$ cat config.mk
export PLATFORM = sky130hd
export DESIGN_NAME = md_issue_ctrl
export DESIGN_NICKNAME = d
export VERILOG_FILES = /design/src/rtl/md_issue_ctrl.sv
export SDC_FILE = /design/constraint.sdc
export NUM_CORES = 1
export LEC_CHECK = 0
export CORE_MARGIN = 5
export CORE_UTILIZATION = 35
export DETAILED_ROUTE_END_ITERATION = 8
export PLACE_DENSITY = 0.75
export SYNTH_ARGS = -nofsm -noshare
export SYNTH_HDL_FRONTEND = slang
export SYNTH_SLANG_ARGS = --single-unit
$ cat constraint.sdc
create_clock -name clk -period 2 [get_ports clk]
set_input_delay 0.4 -clock clk [delete_from_list [all_inputs] [get_ports clk]]
set_output_delay 0.4 -clock clk [all_outputs]
set_load 0.01 [all_outputs]
$ cat src/rtl/md_issue_ctrl.sv
// md_issue_ctrl: sequencer for the EX-stage multiply/divide resources.
// Accepts one MULT/MULTU/DIV/DIVU request at a time, latches the operands,
// drives the shared mul and div units, stalls the pipeline until the 64-bit
// result is available, then emits a single-cycle HI/LO write.
//
// State table:
//   IDLE     | no operation in flight; accepts req_valid & ~flush
//   MUL_WAIT | operands on mul unit, counting up to MUL_LATENCY
//   DIV_WAIT | div_start held, waiting for the div_ready pulse
//   DONE     | hilo_we strobe with the captured result, then back to IDLE
//
// Ports:
//   clk, resetn                  clock, async active-low reset
//   flush                        abandon current/in-flight operation
//   req_valid/req_op/req_src1/2  md instruction from EX (op: 00 MULT, 01 MULTU, 10 DIV, 11 DIVU)
//   stallreq, busy               pipeline stall request, state != IDLE
//   hilo_we, hi_wdata, lo_wdata  HI/LO write strobe and data
//   mul_signed/ina/inb, mul_result              multiplier interface
//   div_start/annul/signed/opdata1/2, div_result, div_ready   divider interface
module md_issue_ctrl #(
    parameter int MUL_LATENCY = 1,
    parameter int CNT_W       = 4
) (
    input  logic        clk,
    input  logic        resetn,
    input  logic        flush,
    input  logic        req_valid,
    input  logic [1:0]  req_op,
    input  logic [31:0] req_src1,
    input  logic [31:0] req_src2,
    output logic        stallreq,
    output logic        busy,
    output logic        hilo_we,
    output logic [31:0] hi_wdata,
    output logic [31:0] lo_wdata,
    output logic        mul_signed,
    output logic [31:0] mul_ina,
    output logic [31:0] mul_inb,
    input  logic [63:0] mul_result,
    output logic        div_start,
    output logic        div_annul,
    output logic        div_signed,
    output logic [31:0] div_opdata1,
    output logic [31:0] div_opdata2,
    input  logic [63:0] div_result,
    input  logic        div_ready
);

    typedef enum logic [1:0] {
        IDLE     = 2'd0,
        MUL_WAIT = 2'd1,
        DIV_WAIT = 2'd2,
        DONE     = 2'd3
    } state_t;

    localparam logic [CNT_W-1:0] CNT_LAST = CNT_W'(MUL_LATENCY);

    state_t      state, state_nxt;
    logic [CNT_W-1:0] cnt;
    logic [31:0] src1_q, src2_q;
    logic        signed_q;      // op[0]==0 selects the signed variant
    logic [63:0] result_q;

    logic accept;
    logic mul_hit;
    logic div_hit;

    assign accept  = (state == IDLE) && req_valid && !flush;
    assign mul_hit = (state == MUL_WAIT) && !flush && (cnt == CNT_LAST);
    assign div_hit = (state == DIV_WAIT) && !flush && div_ready;

    always_ff @(posedge clk or negedge resetn) begin
        if (!resetn) begin
            state <= IDLE;
        end else begin
            state <= state_nxt;
        end
    end

    always_ff @(posedge clk or negedge resetn) begin
        if (!resetn) begin
            cnt      <= '0;
            src1_q   <= '0;
            src2_q   <= '0;
            signed_q <= 1'b0;
            result_q <= '0;
        end else begin
            if (accept) begin
                src1_q   <= req_src1;
                src2_q   <= req_src2;
                signed_q <= ~req_op[0];
                cnt      <= CNT_W'(1);
            end else if ((state == MUL_WAIT) && !flush && !mul_hit) begin
                cnt <= cnt + CNT_W'(1);
            end
            if (mul_hit) begin
                result_q <= mul_result;
            end else if (div_hit) begin
                result_q <= div_result;
            end
        end
    end

    always_comb begin
        state_nxt = state;
        case (state)
            IDLE: begin
                if (accept) begin
                    state_nxt = req_op[1] ? DIV_WAIT : MUL_WAIT;
                end
            end
            MUL_WAIT: begin
                if (flush) begin
                    state_nxt = IDLE;
                end else if (mul_hit) begin
                    state_nxt = DONE;
                end
            end
            DIV_WAIT: begin
                // flush wins over a coincident div_ready
                if (flush) begin
                    state_nxt = IDLE;
                end else if (div_ready) begin
                    state_nxt = DONE;
                end
            end
            DONE: begin
                // req_valid here is still the completed instruction: never restart
                state_nxt = IDLE;
            end
            default: state_nxt = IDLE;
        endcase
    end

    always_comb begin
        stallreq    = 1'b0;
        busy        = (state != IDLE);
        hilo_we     = 1'b0;
        hi_wdata    = '0;
        lo_wdata    = '0;
        mul_signed  = 1'b0;
        mul_ina     = '0;
        mul_inb     = '0;
        div_start   = 1'b0;
        div_annul   = 1'b0;
        div_signed  = 1'b0;
        div_opdata1 = '0;
        div_opdata2 = '0;
        case (state)
            IDLE: begin
                // gated by resetn so nothing is requested while reset is held
                stallreq = req_valid && !flush && resetn;
            end
            MUL_WAIT: begin
                stallreq   = !flush;
                mul_signed = signed_q;
                mul_ina    = src1_q;
                mul_inb    = src2_q;
            end
            DIV_WAIT: begin
                stallreq    = !flush;
                div_start   = 1'b1;
                div_annul   = flush;
                div_signed  = signed_q;
                div_opdata1 = src1_q;
                div_opdata2 = src2_q;
            end
            DONE: begin
                hilo_we  = !flush;
                hi_wdata = flush ? 32'd0 : result_q[63:32];
                lo_wdata = flush ? 32'd0 : result_q[31:0];
            end
            default: ;
        endcase
    end

endmodule

==> metrics.sh, run 1 <==
OUTCOME='finished, violations left'
VIOLATIONS_IN_THE_FINAL_REPORTS='negative setup slack'
DRC=0
POWER_DENSITY_nW_PER_UM2=1330
FINAL_LAYOUT_SIZE_SUFFIX_GT1_FRAC=0.490
MAXIMUM_LEVEL_OF_THE_CTS_H_TREE=4
FIN_UTIL=0.677
R2R_END='result_q[28]'
CTS_TREE='yes'
MAPPEDNETLISTNETS=977
CP_NUM_BUF_INV=5
FP.DIEAREA_UM2=24800
SYNTHDISTINCTLIBCELLS=32
CRITICAL_PATH.MAX_FANOUT=7
CRITICAL_PATH_REQUIRED_NS=1.60
CRITICAL_PATH_TYPE='register to output port'
RR_STARTPOINT='state[1]'
GLOBALROUTETOTALUTIL=0.232
PERIOD_MINUS_SLACK_NS=2.27
SYNTH_TOP_FAMILY_BY_AREA='simple AND/OR/NAND/NOR gates'
HPWLAFTERDP_UM=18900
CRIT_CELLS=7
SYN-INSTANCE-COUNT=772
HP-CLASS='input pin to async pin'
FIRST_ITER_VIOLATIONS=273
CLK_PIN_SLEW_WORST_PATHS_NS=0.07
PATH_CELLS='buf_6 -> ha_4 -> buf_12 -> buf_8 -> buf_16 -> and2_4 -> buf_6'
MAPPEDNETLISTAREA_UM2=7600
DRT_PRE_ANTENNA_ITERS=5
DIE_W_UM=157
CLOCK_SKEW_NS=0.0107
TIMING.CRITICAL_PATH.TO_TYPE='output port'
HOLD_WS_NS=0.0302
BOUNDARYPINS=398
CLKLATENCYLATEPIN_NS=0.41
RSZ0062_AT_GRT='yes'
PORT_BUFFERS=397
SYNTH_COMPOUND_AREA_FRAC=0.0235
VDD.IR_DROP.WORST_V=0.000740
GRT_ANTENNA_BEFORE_REPAIR=1
NUM_ROWS=54
FINAL-SETUP-VIOL-COUNT=261
NUMCLOCKSINKS=135
STARTING_UTILIZATION_OF_THE_CORE_AREA=0.352
POST_DRT_WL_PER_CELL_UM=20.9
SYN-MEAN-INSTANCE-AREA_UM2=9.85
SYN_TO_FINAL_GROWTH_PCT=92.5
CTS_ROOT_BUFFER='clkbuf_16'
ROUTE.VIAS.TOTAL=7453
SYNTH_SEQ_CELLS=135
CTS.PATH.MAX_BUFFERS=2
PLACE.GP.CONGESTION=0.842
GRT_PASS1_WL_UM=44000
HIGHEST_CLOCK_RATE_MHz=440
CRITICAL_PATH.TOP_DELAY_FAMILY='buffers and inverters'
SYNTH_XOR_XNOR_AREA_SHARE=0
WORST_SLEW_MARGIN_REL=0.426
DETAIL_ROUTE.VIAS_PER_CELL=4.86
COREAREA_UM2=21600
REG2REGPATHDEPTH=10
GRT_MAX_DEGREE=136
TIMING.CRITICAL_PATH.SLOWEST_STAGE_CELL='dfrtp_1'
POSTLAYOUTSETUPSLACKWORST_NS=-0.271
CTS_INSERTED_BUFFERS=17
TOTAL_POWER_mW=19.5
STARTPOINT_TYPE='register'
ANT_NETS=0
FINAL_HOLD_VIOL_COUNT=0
TIMING.CRITICAL_PATH.SLOWEST_CELL_DELAY_NS=0.43
NUMBER_OF_GLOBAL_ROUTE_VIAS_BEFORE_REPAIR=7728
TIMING.CRITICAL_PATH.ARRIVAL_NS=1.87
SYNTH.AREA.MUX_SHARE=0.193
LEAKAGEPOWER_nW=7.32
SYNTH_ADDER_AREA_SHARE=0.00987
CRITPATHMOSTFREQUENTCELL='buf_6'
DRT_WL_TOTAL_UM=32100
GRT_OVERFLOW=0
MAX_SLEW.WORST_PIN.SLEW_NS=0.860
REG2REG_SLACK_NS=-0.24
STARTPOINT='state[1]'
DIE_HEIGHT_UM=157
CAP_VIOL_MAX_COUNT=0
LAYOUT.NETS=1445
DESTINATION_OF_THE_CRITICAL_TIMING_PATH='div_opdata1[18]'
SYNTH_SIMPLE_GATE_AREA_FRAC=0.288
TIMING.FINAL.CRIT_SHARE=1.14
SLEW_VIOL_FINAL=0
YS.WARNINGS.COUNT=0
YS_SEQ_AREA_FRAC=0.444
[metal layers]
layer,global-route usage,share of wire,up-vias
met5,0,0,-
met4,0.0963,0.032,0
met3,0.0621,0.083,64
met2,0.408,0.52,353
met1,0.268,0.37,3618
li1,-,-,3418
[synthesized netlist by cell type]
cell type  instances  share of area
and2_1           195           0.16
nand2_1          193          0.095
dfrtp_1          135           0.44
mux2_4            72           0.14
clkbuf_1          30          0.015
a21oi_1           27          0.018
mux2i_1           25          0.033
nor3_1            22          0.014
mux2_2            12          0.018
buf_2              8         0.0053
buf_1              6         0.0030
ha_1               6         0.0099
inv_1              5         0.0025
buf_4              4         0.0039
buf_8              4         0.0079
o21ai_0            4         0.0026
and2b_1            3         0.0030
buf_6              3         0.0044
nand2b_1           2         0.0016
nand3_1            2         0.0013
nand3b_1           2         0.0020
or3_1              2         0.0016
a221oi_2           1         0.0020
a311oi_1           1         0.0012
and3b_1            1         0.0012
nand2_2            1        0.00082
nor2_1             1        0.00049
nor2b_1            1        0.00082
nor3b_1            1        0.00099
nor3b_2            1         0.0016
or3b_1             1         0.0012
or4_1              1        0.00099
[worst reg2reg max path, delay by kind of cell (launching register included)]
| kind | cells | cell delay [ns] |
|---|---|---|
| simple gates | 1 | 0.16 |
| mux | 2 | 0.55 |
| buf+inv | 6 | 0.81 |
| flops | 1 | 0.43 |
| fa+ha+maj | 1 | 0.17 |
[stage by stage]
stage | worst slack (ns) | instances | setup TNS (ns) | area [µm²]
3_5_place_dp | -0.447 | 1433 | -55.63 | 12100
2_1_floorplan | 0.187 | 772 | 0 | 7600
5_1_grt | -0.310 | 1534 | -56.39 | 14600
6_report | -0.271 | 1535 | -42.52 | 14600
3_3_place_gp | -0.431 | 1433 | -52.29 | 12100
4_1_cts | -0.353 | 1514 | -56.20 | 13300
[layout by cell type (no fill, tap or decap), types with 4 or more instances in the layout]
| master | count |
|---|---|
| buf_2 | 22 |
| buf_8 | 15 |
| inv_6 | 4 |
| dfrtp_1 | 135 |
| buf_6 | 207 |
| and2_1 | 21 |
| mux2i_1 | 23 |
| clkbuf_16 | 23 |
| and2_4 | 174 |
| buf_12 | 27 |
| clkinv_4 | 4 |
| buf_16 | 12 |
| o21ai_0 | 4 |
| nand2_1 | 193 |
| buf_4 | 16 |
| mux2_4 | 83 |
| a21oi_1 | 26 |
| nor3_1 | 22 |
| clkdlybuf4s50_1 | 197 |
[flip-flops by register name (all words and copies together) (netlist names)]
register	cells
signed_q	1
state	2
cnt	4
src2_q	32
src1_q	32
result_q	64
[cell families (layout without fill, tap and decap cells)]
kind of cell / count (synthesis) / count (layout)
simple gates: 429 / 430
flops: 135 / 135
mux: 109 / 109
buf+inv: 60 / 540
compound gates: 33 / 33
fa+ha+maj: 6 / 6
other cells: 0 / 2
[layout make-up]
class	count	area, µm²
Fill cell	1588	6980
Timing Repair Buffer	503	5780
Multi-Input combinational cell	578	4490
Sequential cell	135	3380
Clock buffer	19	453
Tap cell	280	350
Clock inverter	13	160
Inverter	5	18.8
Antenna cell	2	5.00
[power by group]
| part | leakage (nW) | internal (mW) | total [mW] | switching (mW) |
|---|---|---|---|---|
| sequential | 1.63 | 4.08 | 5.22 | 1.15 |
| combinational | 5.39 | 6.74 | 10.9 | 4.19 |
| clock | 0.299 | 1.95 | 3.31 | 1.36 |
| total | 7.32 | 12.8 | 19.5 | 6.69 |
[repair_timing]
item | 4_1_cts | 5_1_grt
endpoints found under the setup margin | 223 | 272
pin swaps | 44 | 65
gates cloned | 19 | 8
buffers inserted | 31 | 23
gates resized for setup | 938 | 342
hold buffers | 0 | 0
[worst min-delay path by stage]
stage                 end  depth (start not counted)
2_1_floorplan      cnt[0]                          0
3_3_place_gp   src1_q[16]                          2
3_5_place_dp    src2_q[6]                          2
4_1_cts         src1_q[7]                          2
5_1_grt         src1_q[2]                          2
6_report        src1_q[2]                          2
(Power assumes the default switching activity.)
==> inputs of run 2 (changes only) <==
- CAP_MARGIN: not set -> 25
- CTS_BUF_LIST: not set -> sky130_fd_sc_hd__clkbuf_8
==> metrics.sh, run 2 (synthesized netlist as in run 1, its figures left out) <==
BOUNDARYPINS=398  # unchanged
LAYOUT_TOP_REGISTERS='result_q x64, src1_q x32, src2_q x32'
CTS_TREE='yes'
NUMCLOCKSINKS=135  # unchanged
DRC=0  # unchanged
ANT_NETS=0  # unchanged
POWER_DENSITY_nW_PER_UM2=1280  # -3.7%
TOTAL_POWER_mW=17.3  # -11%
WORST_SLEW_MARGIN_REL=0.481  # +0.0549
FIRST_ITER_VIOLATIONS=222  # -19%
VDD.IR_DROP.WORST_V=0.000689  # -6.9%
LEAKAGEPOWER_nW=6.91  # -5.5%
HIGHEST_CLOCK_RATE_MHz=420  # -4.7%
TIMING.CRITICAL_PATH.ARRIVAL_NS=1.98  # +0.11 ns
PATH_CELLS='ha_2 -> and2b_4 -> clkbuf_16 -> buf_6 -> buf_6 -> and2_4 -> buf_6'
PLACE.GP.CONGESTION=0.842  # unchanged
FINAL_LAYOUT_SIZE_SUFFIX_GT1_FRAC=0.438  # -0.0519
POSTLAYOUTSETUPSLACKWORST_NS=-0.383  # -0.112 ns
FINAL-SETUP-VIOL-COUNT=249  # -4.6%
DIE_HEIGHT_UM=157  # unchanged
PORT_BUFFERS=397  # unchanged
DRT_WL_TOTAL_UM=30200  # -5.9%
POSTLAYOUTCELLAREA_UM2=13500  # -7.5%
VIOLATIONS_IN_THE_FINAL_REPORTS='negative setup slack'
FP.DIEAREA_UM2=24800  # unchanged
COMBPWRFRAC=0.560  # -0.002
CAP_VIOL_MAX_COUNT=0  # unchanged
CLK_PIN_SLEW_WORST_PATHS_NS=0.10  # +0.03 ns
CRITICAL_PATH.TOP_DELAY_FAMILY='buffers and inverters'
STARTPOINT_TYPE='register'
TOP_REGISTER='result_q'
MAXIMUM_LEVEL_OF_THE_CTS_H_TREE=4  # unchanged
GRT_MAX_DEGREE=136  # unchanged
NUMBER_OF_GLOBAL_ROUTE_VIAS_BEFORE_REPAIR=7275  # -5.9%
TIMING.CRITICAL_PATH.TO_TYPE='output port'
PLACE_AREA_UM2=12100  # unchanged
CLKLATENCYLATEPIN_NS=0.44  # +0.03 ns
FINAL_HOLD_VIOL_COUNT=0  # unchanged
P_CLK_FRAC=0.143  # -0.027
TIMING.CRITICAL_PATH.SLOWEST_CELL_DELAY_NS=0.45  # +0.02 ns
TIMING.CRITICAL_PATH.SLOWEST_STAGE_CELL='dfrtp_1'
HP-CLASS='input pin to async pin'
GRT_OVERFLOW=0  # unchanged
ROUTE.VIAS.TOTAL=7251  # -2.7%
POST_DRT_WL_PER_CELL_UM=19.7  # -5.9%
CTS_INSERTED_BUFFERS=17  # unchanged
CTS.PATH.MAX_BUFFERS=2  # unchanged
GRT_PASS1_WL_UM=39900  # -9.5%
HPWLAFTERDP_UM=18900  # unchanged
STARTING_UTILIZATION_OF_THE_CORE_AREA=0.352  # unchanged
CRITICAL_PATH.MAX_FANOUT=6  # -1
CRITPATHMOSTFREQUENTCELL='buf_6'
NET-SWITCHING-POWER_mW=6.14  # -8.2%
OUTCOME='finished, violations left'
GLOBALROUTETOTALUTIL=0.206  # -0.0264
TIMING.FINAL.CRIT_SHARE=1.19  # +0.0559
PWR-SHARE-SEQ=0.297  # +0.029
PERIOD_MINUS_SLACK_NS=2.38  # +0.112 ns
CRITICAL_PATH_REQUIRED_NS=1.60  # about the same
CP_NUM_BUF_INV=4  # -1
SLEW_VIOL_FINAL=0  # unchanged
GRT_ANTENNA_BEFORE_REPAIR=1  # unchanged
NETSWITCHINGFRACTION=0.354  # +0.0103
FINAL_CELL_MIX='clkdlybuf4s50_1 (197), nand2_1 (193), buf_6 (146)'
LAYOUT_COMMONEST_CELL='clkdlybuf4s50_1'
LARGEST_REGISTER_FF_COUNT=64  # unchanged
DETAIL_ROUTE.VIAS_PER_CELL=4.72  # -2.7%
NUM_ROWS=54  # unchanged
DIE_W_UM=157  # unchanged
CTS-HOLD-FIX-BUFFERS=0  # unchanged
SYN_TO_FINAL_GROWTH_PCT=78.2
MAX_SLEW.WORST_PIN.SLEW_NS=0.778  # -0.0823 ns
PLACE_WORST_SETUP_SLACK_NS=-0.447  # unchanged
RSZ0062_AT_GRT='yes'
COREAREA_UM2=21600  # unchanged
CELL_INTERNAL_PWR_mW=11.2  # -12%
CRITICAL_PATH_TYPE='register to output port'
CTS_ROOT_BUFFER='clkbuf_8'
CLOCK_SKEW_NS=0.0186  # +0.00785 ns
DRT_PRE_ANTENNA_ITERS=4  # -1
LAYOUT.NETS=1445  # unchanged
[run 2: cell types whose count changed in the layout (fill, tap and decap cells not counted), sizes merged]
cell / before / now
buf: 299 / 251
nand2: 195 / 194
clkbuf: 26 / 75
[run 2: layout make-up]
class,count,area [µm²]
inverters,5,18.8
well taps,280,350
fillers,1771,8070
multi-input cells,577,4240
diodes,2,5.00
clock inverters,13,160
repair buffers,504,5130
flip-flops and latches,135,3380
clock buffers,19,262
[run 2: worst register-to-register path: stages (launching register included)]
cell and delay (ns):
dfrtp_1 0.42, inv_2 0.08, ha_4 0.22, buf_6 0.13, buf_6 0.11, buf_6 0.10, nand3b_1 0.12, buf_12 0.18
buf_12 0.19, mux2_4 0.32, mux2_4 0.26
[run 2: final timing paths]
path | from | to | slack, ns | cells after the start
hold reg to reg | src2_q[6] | src2_q[6] | 0.50 | 2
min in group clk | req_src1[7] | src1_q[7] | 0.48 | 3
max in group asynchronous | resetn | result_q[45] | 1.32 | 2
hold / removal | resetn | src1_q[2] | 0.06 | 2
setup / recovery | state[1] | hi_wdata[18] | -0.38 | 7
setup reg to reg | state[0] | result_q[11] | -0.25 | 10
[run 2: metrics by stage]
stage,TNS [ns],std cells,hold WS (ns),utilization
after floorplan,0,772,0.104,-
after global placement,-52.29,1433,0.464,0.559
after detailed placement,-55.63,1433,0.473,0.559
after CTS,-98.50,1473,0.0868,0.583
after global routing,-76.45,1534,0.112,0.627
final,-55.01,1535,0.0572,0.627
[run 2: power by group through the flow]
stage | clock network (mW) | registers, mW | logic [mW]
3_5_place_dp | 0 | 5.02 | 7.48
5_1_grt | 2.65 | 5.27 | 10.4
6_report | 2.48 | 5.15 | 9.71
4_1_cts | 2.54 | 5.00 | 7.67
3_3_place_gp | 0 | 5.00 | 7.33
2_1_floorplan | 0 | 4.61 | 4.35
[run 2: routing by layer]
metal | global-route usage | wire [µm] | up-vias
li1 | - | - | 3408
met1 | 0.247 | 11600 | 3478
met2 | 0.348 | 15200 | 321
met3 | 0.0668 | 2560 | 44
met4 | 0.0729 | 779 | 0
met5 | 0 | 0 | -
[run 2: repair_timing]
action	4_1_cts	5_1_grt
setup buffers	5	48
setup endpoints to repair	233	257
cloned	3	17
pin swaps	0	43
gates resized for setup	198	726
